`config.mk`:
```
export PLATFORM = sky130hd
export DESIGN_NAME = lock_scheduler
export DESIGN_NICKNAME = d
export VERILOG_FILES = /design/src/rtl/lock_scheduler.sv
export SDC_FILE = /design/constraint.sdc
export NUM_CORES = 1
export LEC_CHECK = 0
export BUFFER_PORTS_ARGS = -buffer_cell sky130_fd_sc_hd__buf_2
export CAP_MARGIN = 10
export CORE_MARGIN = 2
export CORE_UTILIZATION = 54
export CTS_BUF_LIST = sky130_fd_sc_hd__clkbuf_4 sky130_fd_sc_hd__clkbuf_8
export CTS_CLUSTER_DIAMETER = 150
export DETAILED_ROUTE_END_ITERATION = 8
export PLACE_DENSITY = 0.9
export SLEW_MARGIN = 40
export SYNTH_ARGS = -nofsm -noshare
export SYNTH_HDL_FRONTEND = slang
export SYNTH_SLANG_ARGS = --single-unit
```
`constraint.sdc`:
```
create_clock -name clk -period 2.7 [get_ports clk]
set_input_delay 0.27 -clock clk [delete_from_list [all_inputs] [get_ports clk]]
set_output_delay 0.27 -clock clk [all_outputs]
set_load 0.05 [all_outputs]
```
`src/rtl/lock_scheduler.sv`:
```
// Canal lock sequencer: arbitrates outer/inner passage requests and runs each transit
// end to end on the slow tick. Optional build macro ENTRY_TIMEOUT_EN adds an entry timeout.
module lock_scheduler #(
    parameter int LEVEL_W     = 8,
    parameter int STEP        = 1,
    parameter int GATE_TICKS  = 3,
    parameter int RESET_LEVEL = 0
`ifdef ENTRY_TIMEOUT_EN
    ,
    parameter int TIMEOUT_TICKS = 16
`endif
) (
    input  logic               clk,
    input  logic               reset,
    input  logic               tick,
    input  logic               req_out,
    input  logic               req_in,
    input  logic               arrived,
    input  logic               departed,
    input  logic [LEVEL_W-1:0] outer_level,
    input  logic [LEVEL_W-1:0] inner_level,
    output logic [LEVEL_W-1:0] lock_level,
    output logic               fill_valve,
    output logic               drain_valve,
    output logic               outer_gate_open,
    output logic               inner_gate_open,
    output logic               grant_out,
    output logic               grant_in,
    output logic               dir,
    output logic               busy,
    output logic               timeout,
    output logic [2:0]         state_dbg
);

    typedef enum logic [2:0] {
        S_IDLE       = 3'd0,
        S_EQ_SRC     = 3'd1,
        S_WAIT_ENTER = 3'd2,
        S_SEAL_SRC   = 3'd3,
        S_EQ_DST     = 3'd4,
        S_WAIT_EXIT  = 3'd5,
        S_SEAL_DST   = 3'd6
    } state_t;

    localparam int                 CNT_W     = 16;
    localparam logic [LEVEL_W-1:0] STEP_L    = LEVEL_W'(STEP);
    localparam logic [LEVEL_W-1:0] RESET_L   = LEVEL_W'(RESET_LEVEL);
    localparam logic [CNT_W-1:0]   GATE_LAST = CNT_W'(GATE_TICKS - 1);
`ifdef ENTRY_TIMEOUT_EN
    localparam logic [CNT_W-1:0]   TO_LAST   = CNT_W'(TIMEOUT_TICKS - 1);
`endif

    state_t             r_state;
    logic [LEVEL_W-1:0] r_level;
    logic [LEVEL_W-1:0] r_target;
    logic               r_grant_out;
    logic               r_grant_in;
    logic               r_dir;
    logic               r_last_out;
    logic               r_arr_flag;
    logic               r_dep_flag;
    logic [CNT_W-1:0]   r_cnt;
`ifdef ENTRY_TIMEOUT_EN
    logic               r_timeout;
    logic               r_to_flag;
`endif

    logic               w_eq_state;
    logic               w_below;
    logic               w_above;
    logic [LEVEL_W-1:0] w_gap_up;
    logic [LEVEL_W-1:0] w_gap_dn;
    logic [LEVEL_W-1:0] w_next_level;
    logic               w_any_req;
    logic               w_pick_out;
    logic               w_granted_req;

    assign w_eq_state = (r_state == S_EQ_SRC) || (r_state == S_EQ_DST);
    assign w_below    = r_level < r_target;
    assign w_above    = r_level > r_target;
    assign w_gap_up   = r_target - r_level;
    assign w_gap_dn   = r_level - r_target;

    // One STEP toward the latched target, clamped so the level never overshoots.
    always_comb begin
        w_next_level = r_level;
        if (w_below) begin
            w_next_level = (w_gap_up <= STEP_L) ? r_target : r_level + STEP_L;
        end else if (w_above) begin
            w_next_level = (w_gap_dn <= STEP_L) ? r_target : r_level - STEP_L;
        end
    end

    // Requests are level-held: a side keeps its request high until served; dropping it
    // while the chamber equalises to the source side cancels the transit.
    assign w_any_req     = req_out || req_in;
    assign w_pick_out    = req_out && (!req_in || !r_last_out);
    assign w_granted_req = r_grant_out ? req_out : req_in;

    always_ff @(posedge clk or negedge reset) begin
        if (!reset) begin
            r_state     <= S_IDLE;
            r_level     <= RESET_L;
            r_target    <= RESET_L;
            r_grant_out <= 1'b0;
            r_grant_in  <= 1'b0;
            r_dir       <= 1'b0;
            r_last_out  <= 1'b0;
            r_arr_flag  <= 1'b0;
            r_dep_flag  <= 1'b0;
            r_cnt       <= '0;
`ifdef ENTRY_TIMEOUT_EN
            r_timeout   <= 1'b0;
            r_to_flag   <= 1'b0;
`endif
        end else begin
`ifdef ENTRY_TIMEOUT_EN
            r_timeout <= 1'b0;
`endif
            if (r_state == S_WAIT_ENTER && arrived) r_arr_flag <= 1'b1;
            if (r_state == S_WAIT_EXIT && departed) r_dep_flag <= 1'b1;
            if (tick) begin
                case (r_state)
                    S_IDLE: begin
                        if (w_any_req) begin
                            r_grant_out <= w_pick_out;
                            r_grant_in  <= !w_pick_out;
                            r_dir       <= !w_pick_out;
                            r_target    <= w_pick_out ? outer_level : inner_level;
                            r_state     <= S_EQ_SRC;
                        end
                    end
                    S_EQ_SRC: begin
                        if (!w_granted_req) begin
                            r_grant_out <= 1'b0;
                            r_grant_in  <= 1'b0;
                            r_dir       <= 1'b0;
                            r_state     <= S_IDLE;
                        end else if (r_level == r_target) begin
                            r_cnt   <= '0;
                            r_state <= S_WAIT_ENTER;
                        end else begin
                            r_level <= w_next_level;
                        end
                    end
                    S_WAIT_ENTER: begin
                        if (r_arr_flag) begin
                            r_arr_flag <= 1'b0;
                            r_cnt      <= '0;
                            r_state    <= S_SEAL_SRC;
                        end
`ifdef ENTRY_TIMEOUT_EN
                        else if (r_cnt == TO_LAST) begin
                            r_arr_flag <= 1'b0;
                            r_timeout  <= 1'b1;
                            r_to_flag  <= 1'b1;
                            r_cnt      <= '0;
                            r_state    <= S_SEAL_SRC;
                        end else begin
                            r_cnt <= r_cnt + 1'b1;
                        end
`endif
                    end
                    S_SEAL_SRC: begin
                        if (r_cnt == GATE_LAST) begin
                            r_cnt <= '0;
`ifdef ENTRY_TIMEOUT_EN
                            if (r_to_flag) begin
                                r_to_flag   <= 1'b0;
                                r_last_out  <= r_grant_out;
                                r_grant_out <= 1'b0;
                                r_grant_in  <= 1'b0;
                                r_dir       <= 1'b0;
                                r_state     <= S_IDLE;
                            end else
`endif
                            begin
                                r_target <= r_grant_out ? inner_level : outer_level;
                                r_state  <= S_EQ_DST;
                            end
                        end else begin
                            r_cnt <= r_cnt + 1'b1;
                        end
                    end
                    S_EQ_DST: begin
                        if (r_level == r_target) begin
                            r_state <= S_WAIT_EXIT;
                        end else begin
                            r_level <= w_next_level;
                        end
                    end
                    S_WAIT_EXIT: begin
                        if (r_dep_flag) begin
                            r_dep_flag <= 1'b0;
                            r_cnt      <= '0;
                            r_state    <= S_SEAL_DST;
                        end
                    end
                    S_SEAL_DST: begin
                        if (r_cnt == GATE_LAST) begin
                            r_cnt       <= '0;
                            r_last_out  <= r_grant_out;
                            r_grant_out <= 1'b0;
                            r_grant_in  <= 1'b0;
                            r_dir       <= 1'b0;
                            r_state     <= S_IDLE;
                        end else begin
                            r_cnt <= r_cnt + 1'b1;
                        end
                    end
                    default: r_state <= S_IDLE;
                endcase
            end
        end
    end

    // The source gate belongs to the granted side; the destination gate to the other.
    assign outer_gate_open = ((r_state == S_WAIT_ENTER) && r_grant_out) ||
                             ((r_state == S_WAIT_EXIT)  && r_grant_in);
    assign inner_gate_open = ((r_state == S_WAIT_ENTER) && r_grant_in) ||
                             ((r_state == S_WAIT_EXIT)  && r_grant_out);

    assign lock_level  = r_level;
    assign fill_valve  = w_eq_state && w_below;
    assign drain_valve = w_eq_state && w_above;
    assign grant_out   = r_grant_out;
    assign grant_in    = r_grant_in;
    assign dir         = r_dir;
    assign busy        = (r_state != S_IDLE);
    assign state_dbg   = r_state;
`ifdef ENTRY_TIMEOUT_EN
    assign timeout     = r_timeout;
`else
    assign timeout     = 1'b0;
`endif

endmodule

```
==> impl_metrics.py, run 1 <==
metrics = {
    "synth": {
        "synth_enable_flop_cells": 0,
        "synth.most_common_cell": "dfrtp_1",
        "syn-num-nets": 439,
        "yosysUniqueCellTypes": 56,
        "synth_top_area_share": 0.314,
        "synth_top_area_cell": "dfrtp_1",
        "synth_flop_cell": "dfrtp_1",
        "ys_ff_latch": 40,
        "syn_area_per_cell_um2": 8.08,
        "synth.top_cells.by_count": "dfrtp_1 (40), nand2_1 (38), o21ai_0 (38)",
        "synth_async_sr_flop_share": 1.00,
        "netlist_area_um2": 3190,
        "yosys-top-cells-area": "dfrtp_1 (31%), ha_1 (7.5%), o21ai_0 (6.0%)",
        "synth_cells": 395,
        "synth-seq-area-share": 0.314,
        "ys_warn_count": 0,
    },
    "final_layout": {
        "final_util": 0.741,
        "final_cells": 538,
        "fin_nets": 509,
        "diodes": 0,
        "area_delta_synth_final_pct": 30.2,
        "drive_above_1_share": 0.343,
    },
    "hold_path": {
        "hp-start": "arrived",
        "worstHoldPathType": "in2reg",
    },
    "floorplan": {
        "dieArea_um2": 6540,
        "die_w_um": 80.9,
        "ios": 43,
        "rows": 27,
        "core_um2": 5610,
        "dieHeight_um": 80.9,
        "initial_utilization": 0.569,
    },
    "route": {
        "wl_met2_um": 4530,
        "totalWireLength_um": 8880,
        "drtPass1Iterations": 6,
        "routedWlPerCell_um": 16.5,
        "viasPerCell": 6.26,
        "top_layer": "met4",
        "drtAntennaViolNets": 0,
        "vias": 3370,
        "drt_iter0_drc": 307,
        "drc": 0,
        "drt-met1-wl_um": 3690,
        "wl_met3_um": 470,
    },
    "power": {
        "power_density_nw_per_um2": 1360,
        "total_power_uw": 5640,
        "vdd_drop_max_v": 0.00102,
        "leakage_uw": 0.00182,
    },
    "worst_setup_path": {
        "r2r_cells": 11,
        "cp.arrival_ps": 2950,
        "worstSetupPathType": "reg2reg",
        "path_depth": 11,
        "crit_path_end_kind": "flop",
        "crit_family": "compound AO/OA/AOI/OAI gates",
        "cp_slowest_cell": "fa_2",
        "crit_fanout": 7,
        "cp-start-kind": "flop",
        "r2r_start": "lock_level[0]",
        "cp.required_ps": 2870,
        "cp.buffers_inverters": 2,
        "endpoint": "lock_level[7]",
        "timing.rr.end": "lock_level[7]",
        "ff2ff_setup_slack_ps": -80,
        "crit_start": "lock_level[0]",
        "max_stage_delay_ps": 390,
        "cp_cell_sequence": "buf_4, ha_4, inv_2, fa_2, xor2_1, a211oi_1, o2111ai_1, or3_4, mux2_4, o32ai_2, nor3_2",
    },
    "place": {
        "finalWeightedCongestion": 0.910,
        "port_buffers": 41,
        "dp_cells": 518,
        "post-place-ws_ps": -67.2,
        "place_hpwl_um": 6160,
    },
    "clocking": {
        "clk_latency_ps": 300,
        "cts_root_buffer": "clkbuf_8",
        "cts_inserted_buffers": 5,
        "cts_tree": "built",
        "clkSlewWorstSetupHoldPaths_ps": 80,
        "htreeDepth": 2,
        "cts_buffer_depth": 2,
        "cts_sinks": 40,
    },
    "grt": {
        "grt_remaining_overflow": 0,
        "grt_use_total": 0.275,
        "grt_first_pass_wirelength_um": 14200,
        "antenna_found_initial": 0,
        "grt_pass1_vias": 3100,
        "grt_max_degree": 41,
    },
    "timing": {
        "setup_violations": 5,
        "min_period_ps": 2780,
        "skew_ps": 11.9,
        "slew-limit-headroom": 0.585,
        "report.final.slew_viol_count": 0,
        "hold_viol_final": 0,
        "tightest_slew_ps": 623,
        "rsz0062_at_grt": "true",
        "max_freq_ghz": 0.360,
        "setup_ws_ps": -76.6,
        "period_share": 1.03,
    },
    "job": {
        "maxCapViolCount": 0,
    },
    "run_status": {
        "failed_checks": "setup timing",
        "outcome": "complete, but fails checks",
    },
}
-- kinds of logic (layout without fill, tap and decap cells) --
kind of cell             Yosys count  after routing  synth area share
XOR/XNOR                          15             15            0.0412
AO/OA/AOI/OAI                    101            101             0.192
other                              1              1           0.00118
AND/OR/NAND/NOR                  158            158             0.254
multiplexers                      17             17            0.0565
flip-flops                        40             40             0.314
buffers and inverters             42            113            0.0545
adder cells (fa/ha/maj)           21             21            0.0871
-- power by group --
part / internal [uW] / switching [uW] / leakage, uW
Clock: 218 / 214 / 0.0000479
Sequential: 769 / 260 / 0.000509
Combinational: 1700 / 2480 / 0.00126
-- tightest hold or removal path, stage by stage --
cell and delay [ps]:
buf_2 90, a21oi_1 110, a31oi_1 40
-- stage by stage --
stage	hold slack [ps]	TNS, ps	cell area, um^2
detailed placement	279	-235	3750
floorplan	-25.6	-134	3350
CTS	236	-0.289	3900
finish	249	-215	4150
global placement	443	0	3750
global route	262	-961	4150
-- state kept, by name (all words and copies together), names as in the netlist --
register	count
r_cnt	16
lock_level	8
r_target	8
state_dbg	3
dir	1
grant_out	1
r_arr_flag	1
r_dep_flag	1
r_last_out	1
-- final cells by class --
type	count	area (um^2)
Clock buffer	7	90.1
Inverter	24	97.6
Timing Repair Buffer	81	538
Tap cell	72	90.1
Multi-Input combinational cell	313	2310
Clock inverter	1	7.51
Fill cell	394	1460
Sequential cell	40	1020
-- layout by cell type (no fill, tap or decap), types with 3 or more instances in the layout --
cell	count
a211oi_1	5
a21oi_1	19
a31oi_1	7
and2_1	5
and3_1	6
buf_2	38
buf_4	36
buf_6	6
clkbuf_8	6
dfrtp_1	28
dfrtp_2	12
ha_1	9
ha_2	3
ha_4	7
inv_1	13
inv_2	9
mux2_2	4
mux2i_1	11
nand2_1	38
nand2b_1	6
nand3_1	11
nand4_1	10
nor2_1	32
nor2b_1	6
nor3_2	4
nor3b_1	4
nor4_1	6
o21ai_0	36
o21ai_1	3
o22ai_1	3
o31ai_1	4
or3_1	7
or4_1	3
xnor2_1	4
xor2_1	10
-- what timing repair did --
action,CTS,global route
pin swaps,0,18
hold endpoints to repair,40,0
resized for setup,13,36
endpoints found under the setup margin,11,16
buffers inserted,0,11
hold buffers,1,0
-- layer usage --
layer / vias up / GRT usage
met5: - / 0
met4: 0 / 0.0898
met3: 21 / 0.0322
met2: 144 / 0.474
met1: 1654 / 0.360
li1: 1551 / -
-- how the worst min path moves through the flow --
stage                        endpoint  slack (ps)  cells past startpoint
after floorplan                   dir         -30                      0
after global placement    r_target[0]         440                      1
after detailed placement  r_target[0]         280                      1
after CTS                  r_arr_flag         240                      2
after global routing       r_arr_flag         260                      2
final                      r_arr_flag         250                      3
Power figures use the tool's default switching activity.
==> run 2: changes to the inputs <==
BUFFER_PORTS_ARGS = default   (was -buffer_cell sky130_fd_sc_hd__buf_2)
CORE_UTILIZATION = 55   (was 54)
DONT_BUFFER_PORTS = 1   (was default)
PLACE_DENSITY = 0.84   (was 0.9)
==> run 2 against run 1 <==
The flow still finishes with violations (setup timing). Count of clock-buffer cells in the layout shrank 1. Setup slack worse by 7.5 ps. First-iteration DRC count shrank 7.5%. Combinational power increased by 7.9%. Die area down 1.7%. Sequential power is 4% lower. Critical path type is now reg2out. Critical endpoint is now fill_valve.
==> impl_metrics.py, run 2 (synthesized netlist as in run 1, its figures left out) <==
metrics = {
    "clocking": {
        "cts_inserted_buffers": 5,
        "cts_tree": "built",
        "cts_root_buffer": "clkbuf_8",
        "cts_sinks": 40,
        "clkSlewWorstSetupHoldPaths_ps": 80,
        "htreeDepth": 2,
        "clk_latency_ps": 290,
        "cts_buffer_depth": 2,
    },
    "final_layout": {
        "final_cells": 513,
        "seqCellArea_um2": 1010,
        "regMostFlops": "r_cnt",
        "diodes": 0,
        "drive_above_1_share": 0.297,
        "final_cell_mix": "buf_4 (49), nand2_1 (36), o21ai_0 (36), nor2_1 (34), dfrtp_1 (30)",
        "fillerInstances": 412,
        "area_delta_synth_final_pct": 28.4,
        "largest_reg_flops": 16,
        "multi_input_area_um2": 2330,
        "final_common_cell": "buf_4",
        "fin_nets": 484,
    },
    "worst_setup_path": {
        "cp.arrival_ps": 2510,
        "max_stage_delay_ps": 490,
        "crit_path_end_kind": "primary output",
        "cp.required_ps": 2430,
        "ff2ff_setup_slack_ps": -40,
        "cp.buffers_inverters": 3,
        "cp_slowest_cell": "dfrtp_1",
        "cp_cell_sequence": "inv_1, ha_1, a21oi_1, nor2_1, o21a_1, or3_4, buf_4, nor3_4, buf_12",
        "crit_family": "simple AND/OR/NAND/NOR gates",
        "worstSetupPathType": "reg2out",
        "crit_fanout": 6,
        "cp-start-kind": "flop",
    },
    "timing": {
        "setup_violations": 4,
        "hold_viol_final": 0,
        "min_period_ps": 2780,
        "rsz0062_at_grt": "true",
        "fin_setup_tns_ps": -190,
        "max_freq_ghz": 0.359,
        "setup_ws_ps": -84.0,
        "skew_ps": 6.20,
        "period_share": 1.03,
        "slew-limit-headroom": 0.648,
        "tightest_slew_ps": 524,
        "report.final.slew_viol_count": 0,
    },
    "floorplan": {
        "die_w_um": 80.2,
        "rows": 27,
        "dieArea_um2": 6430,
        "dieHeight_um": 80.2,
        "initial_utilization": 0.576,
        "core_um2": 5540,
        "ios": 43,
    },
    "grt": {
        "grt_use_total": 0.273,
        "grt_first_pass_wirelength_um": 13900,
        "grt_remaining_overflow": 0,
        "grt_pass1_vias": 2906,
        "grt_max_degree": 41,
        "antenna_found_initial": 0,
    },
    "place": {
        "post-place-ws_ps": -89.6,
        "port_buffers": 0,
        "place_hpwl_um": 6130,
        "finalWeightedCongestion": 0.928,
        "dp_cells": 486,
    },
    "route": {
        "drtAntennaViolNets": 0,
        "routedWlPerCell_um": 17.8,
        "drt_iter0_drc": 284,
        "totalWireLength_um": 9110,
        "top_layer": "met4",
        "drc": 0,
        "drt-met1-wl_um": 3810,
        "wl_met3_um": 532,
        "wl_met2_um": 4630,
        "drtPass1Iterations": 5,
        "viasPerCell": 6.32,
        "vias": 3243,
    },
    "power": {
        "total_power_uw": 5910,
        "vdd_drop_max_v": 0.000994,
        "power_density_nw_per_um2": 1440,
        "leakage_uw": 0.00172,
    },
    "run_status": {
        "failed_checks": "setup timing",
        "outcome": "complete, but fails checks",
    },
    "hold_path": {
        "worstHoldPathType": "in2reg",
    },
    "job": {
        "maxCapViolCount": 0,
    },
}
[run 2: path summary, 6_finish.rpt]
| kind | to | start | cells past startpoint |
|---|---|---|---|
| max reg2reg | lock_level[4] | r_target[0] | 12 |
| min in group asynchronous | lock_level[3] | reset | 2 |
| max in group asynchronous | lock_level[2] | reset | 2 |
| min reg2reg | r_dep_flag | r_dep_flag | 1 |
| min | r_arr_flag | tick | 1 |
| max | fill_valve | r_target[5] | 9 |
[run 2: where the power goes]
group          switching (uW)  total, uW  leakage, uW  internal (uW)
sequential                220        986     0.000511            766
clock                     221        412    0.0000446            191
combinational            2650       4510      0.00117           1850
total                    3100       5910      0.00172           2810
[run 2: metrics by stage]
stage / hold slack [ps] / utilization / instance area, um^2
2_1_floorplan: -25.6 / - / 3350
4_1_cts: 71.9 / 0.696 / 3860
3_5_place_dp: -24.9 / 0.657 / 3640
5_1_grt: 70.6 / 0.739 / 4100
6_report: 72.8 / 0.739 / 4100
3_3_place_gp: -24.9 / 0.657 / 3640
[run 2: area by class of cell]
type                            instances  share of cell area
Clock inverter                          2             0.00306
Timing Repair Buffer                   55               0.115
Multi-Input combinational cell        314               0.570
Sequential cell                        40               0.247
Inverter                               24              0.0244
Clock buffer                            6              0.0186
Tap cell                               72              0.0220
[run 2: repair_timing]
| item | in CTS | in global routing |
|---|---|---|
| hold endpoints to repair | 40 | 0 |
| cloned | 0 | 1 |
| buffers inserted | 7 | 9 |
| endpoints found under the setup margin | 13 | 15 |
| hold buffers | 2 | 0 |
| gates resized for setup | 12 | 30 |
| pin swaps | 4 | 8 |
[run 2: per-layer routing]
layer / global-route usage / vias to the layer above
met2: 0.464 / 136
li1: - / 1512
met4: 0.0559 / 0
met3: 0.0438 / 20
met1: 0.367 / 1575
met5: 0 / -
==> run 3: changes to the inputs <==
==> constraint.sdc (replaced) <==
create_clock -name clk -period 2.7 [get_ports clk]
set_input_delay 0.135 -clock clk [delete_from_list [all_inputs] [get_ports clk]]
set_output_delay 0.135 -clock clk [all_outputs]
set_load 0.05 [all_outputs]
==> run 3 against run 2 <==
The flow still finishes with violations (setup timing). Setup slack worse by 100 ps. Combinational power grew 4%. Maximum frequency is 3.6% lower. Clock power up 28%. Sequential share of layout area barely moved. Sequential power rose by 4%. First-iteration DRC count grew 75%. Design area about the same. Largest power group unchanged.
==> impl_metrics.py, run 3 (synthesized netlist as in run 1, its figures left out) <==
metrics = {
    "clocking": {
        "cts_root_buffer": "clkbuf_8",
        "cts_buffer_depth": 2,
        "clk_latency_ps": 310,
        "cts_tree": "built",
        "clkSlewWorstSetupHoldPaths_ps": 90,
        "htreeDepth": 2,
        "cts_sinks": 40,
        "cts_inserted_buffers": 5,
    },
    "route": {
        "drtPass1Iterations": 8,
        "vias": 3598,
        "drc": 0,
        "routedWlPerCell_um": 21.9,
        "drtAntennaViolNets": 0,
        "totalWireLength_um": 11200,
        "viasPerCell": 7.03,
        "drt_iter0_drc": 498,
    },
    "worst_setup_path": {
        "worstSetupPathType": "reg2reg",
        "cp.arrival_ps": 3070,
        "cp.required_ps": 2880,
        "crit_path_end_kind": "flop",
        "crit_fanout": 9,
        "cp-start-kind": "flop",
    },
    "grt": {
        "grt_use_total": 0.299,
        "grt_pass1_vias": 3110,
        "grt_first_pass_wirelength_um": 14900,
        "antenna_found_initial": 0,
        "grt_max_degree": 41,
        "grt_remaining_overflow": 0,
    },
    "timing": {
        "tightest_slew_ps": 577,
        "fin_setup_tns_ps": -1130,
        "setup_ws_ps": -188,
        "max_freq_ghz": 0.346,
        "rsz0062_at_grt": "true",
        "skew_ps": 8.80,
        "slew-limit-headroom": 0.615,
        "period_share": 1.07,
        "hold_ws_ps": 0.981,
        "setup_violations": 9,
        "report.final.slew_viol_count": 0,
        "min_period_ps": 2890,
        "hold_viol_final": 0,
    },
    "power": {
        "power_density_nw_per_um2": 1530,
        "vdd_drop_max_v": 0.000852,
        "leakage_uw": 0.00173,
        "total_power_uw": 6280,
    },
    "final_layout": {
        "fillerInstances": 340,
        "drive_above_1_share": 0.298,
        "area_delta_synth_final_pct": 28.3,
        "final_common_cell": "buf_4",
        "fin_nets": 483,
        "diodes": 0,
        "regMostFlops": "r_cnt",
        "largest_reg_flops": 16,
        "final_cell_mix": "buf_4 (45), nand2_1 (37), o21ai_0 (36), nor2_1 (32), dfrtp_1 (30)",
        "final_util": 0.739,
    },
    "place": {
        "finalWeightedCongestion": 0.960,
        "port_buffers": 0,
        "place_hpwl_um": 5990,
        "post-place-ws_ps": -119,
    },
    "floorplan": {
        "rows": 27,
        "dieHeight_um": 80.2,
        "die_w_um": 80.2,
        "core_um2": 5540,
        "dieArea_um2": 6430,
        "initial_utilization": 0.576,
        "ios": 43,
    },
    "job": {
        "maxCapViolCount": 0,
    },
    "hold_path": {
        "worstHoldPathType": "in2reg",
    },
    "run_status": {
        "outcome": "complete, but fails checks",
        "failed_checks": "setup timing",
    },
}
==> run 3: changes by cell type in the layout (fill, tap and decap cells not counted), moves of 2 or more <==
| cell | before | now |
|---|---|---|
| buf_4 | 49 | 45 |
| buf_6 | 1 | 5 |
| nor2_2 | 0 | 3 |
| buf_12 | 4 | 2 |
| inv_4 | 2 | 0 |
| nor2_1 | 34 | 32 |
| o22ai_1 | 3 | 1 |
| o22ai_2 | 0 | 2 |
==> run 3: routing by layer <==
metal,share of wire,vias up,global-route usage
met2,0.46,318,0.487
li1,-,1509,-
met5,0,-,0
met4,0.062,0,0.132
met3,0.12,91,0.0697
met1,0.36,1680,0.380
==> run 3: report_power, final <==
part	leakage, uW	switching (uW)	internal, uW
logic	0.00117	2850	1860
clock network	0.0000548	249	279
registers	0.000511	268	767
total	0.00173	3370	2900
==> run 3: what timing repair did <==
action,in CTS,in global routing
setup endpoints to repair,14,28
setup buffers,7,12
resized for setup,23,25
hold buffers,3,0
pin swaps,12,15
endpoints found under the hold margin,42,0
cloned,1,0
==> run 3: final cells by class <==
| type | instances | area (um^2) | area share |
|---|---|---|---|
| clock buffers | 5 | 68.8 | 0.0168 |
| clock inverters | 3 | 46.3 | 0.0113 |
| inverters | 24 | 95.1 | 0.0232 |
| multi-input cells | 314 | 2320 | 0.568 |
| flip-flops and latches | 40 | 1010 | 0.248 |
| well taps | 72 | 90.1 | 0.0220 |
| repair buffers | 54 | 454 | 0.111 |
==> run 3: critical path, stage by stage (launching register included) <==
cell,delay (ps)
dfrtp_2,420
inv_2,170
ha_1,310
nand4_1,140
nor2_2,70
buf_4,160
a211oi_1,480
and2_1,440
nand2_1,160
nand4b_1,220
o41ai_1,90
nor4_1,110
==> run 3: path summary, 6_finish.rpt <==
kind | slack (ps) | from | endpoint | cells after the start
hold / removal | 1 | arrived | r_arr_flag | 2
setup / recovery | -190 | lock_level[1] | lock_level[4] | 11
hold reg to reg | 510 | r_arr_flag | r_arr_flag | 1
max in group asynchronous | 2150 | reset | lock_level[6] | 2
min in group asynchronous | 340 | reset | r_cnt[13] | 2
setup reg to reg | -190 | lock_level[1] | lock_level[4] | 11
==> run 3: metrics by stage <==
step | cells | cell area [um^2]
3_5_place_dp | 482 | 3580
4_1_cts | 500 | 3880
2_1_floorplan | 395 | 3330
5_1_grt | 512 | 4090
6_report | 512 | 4090
3_3_place_gp | 482 | 3580
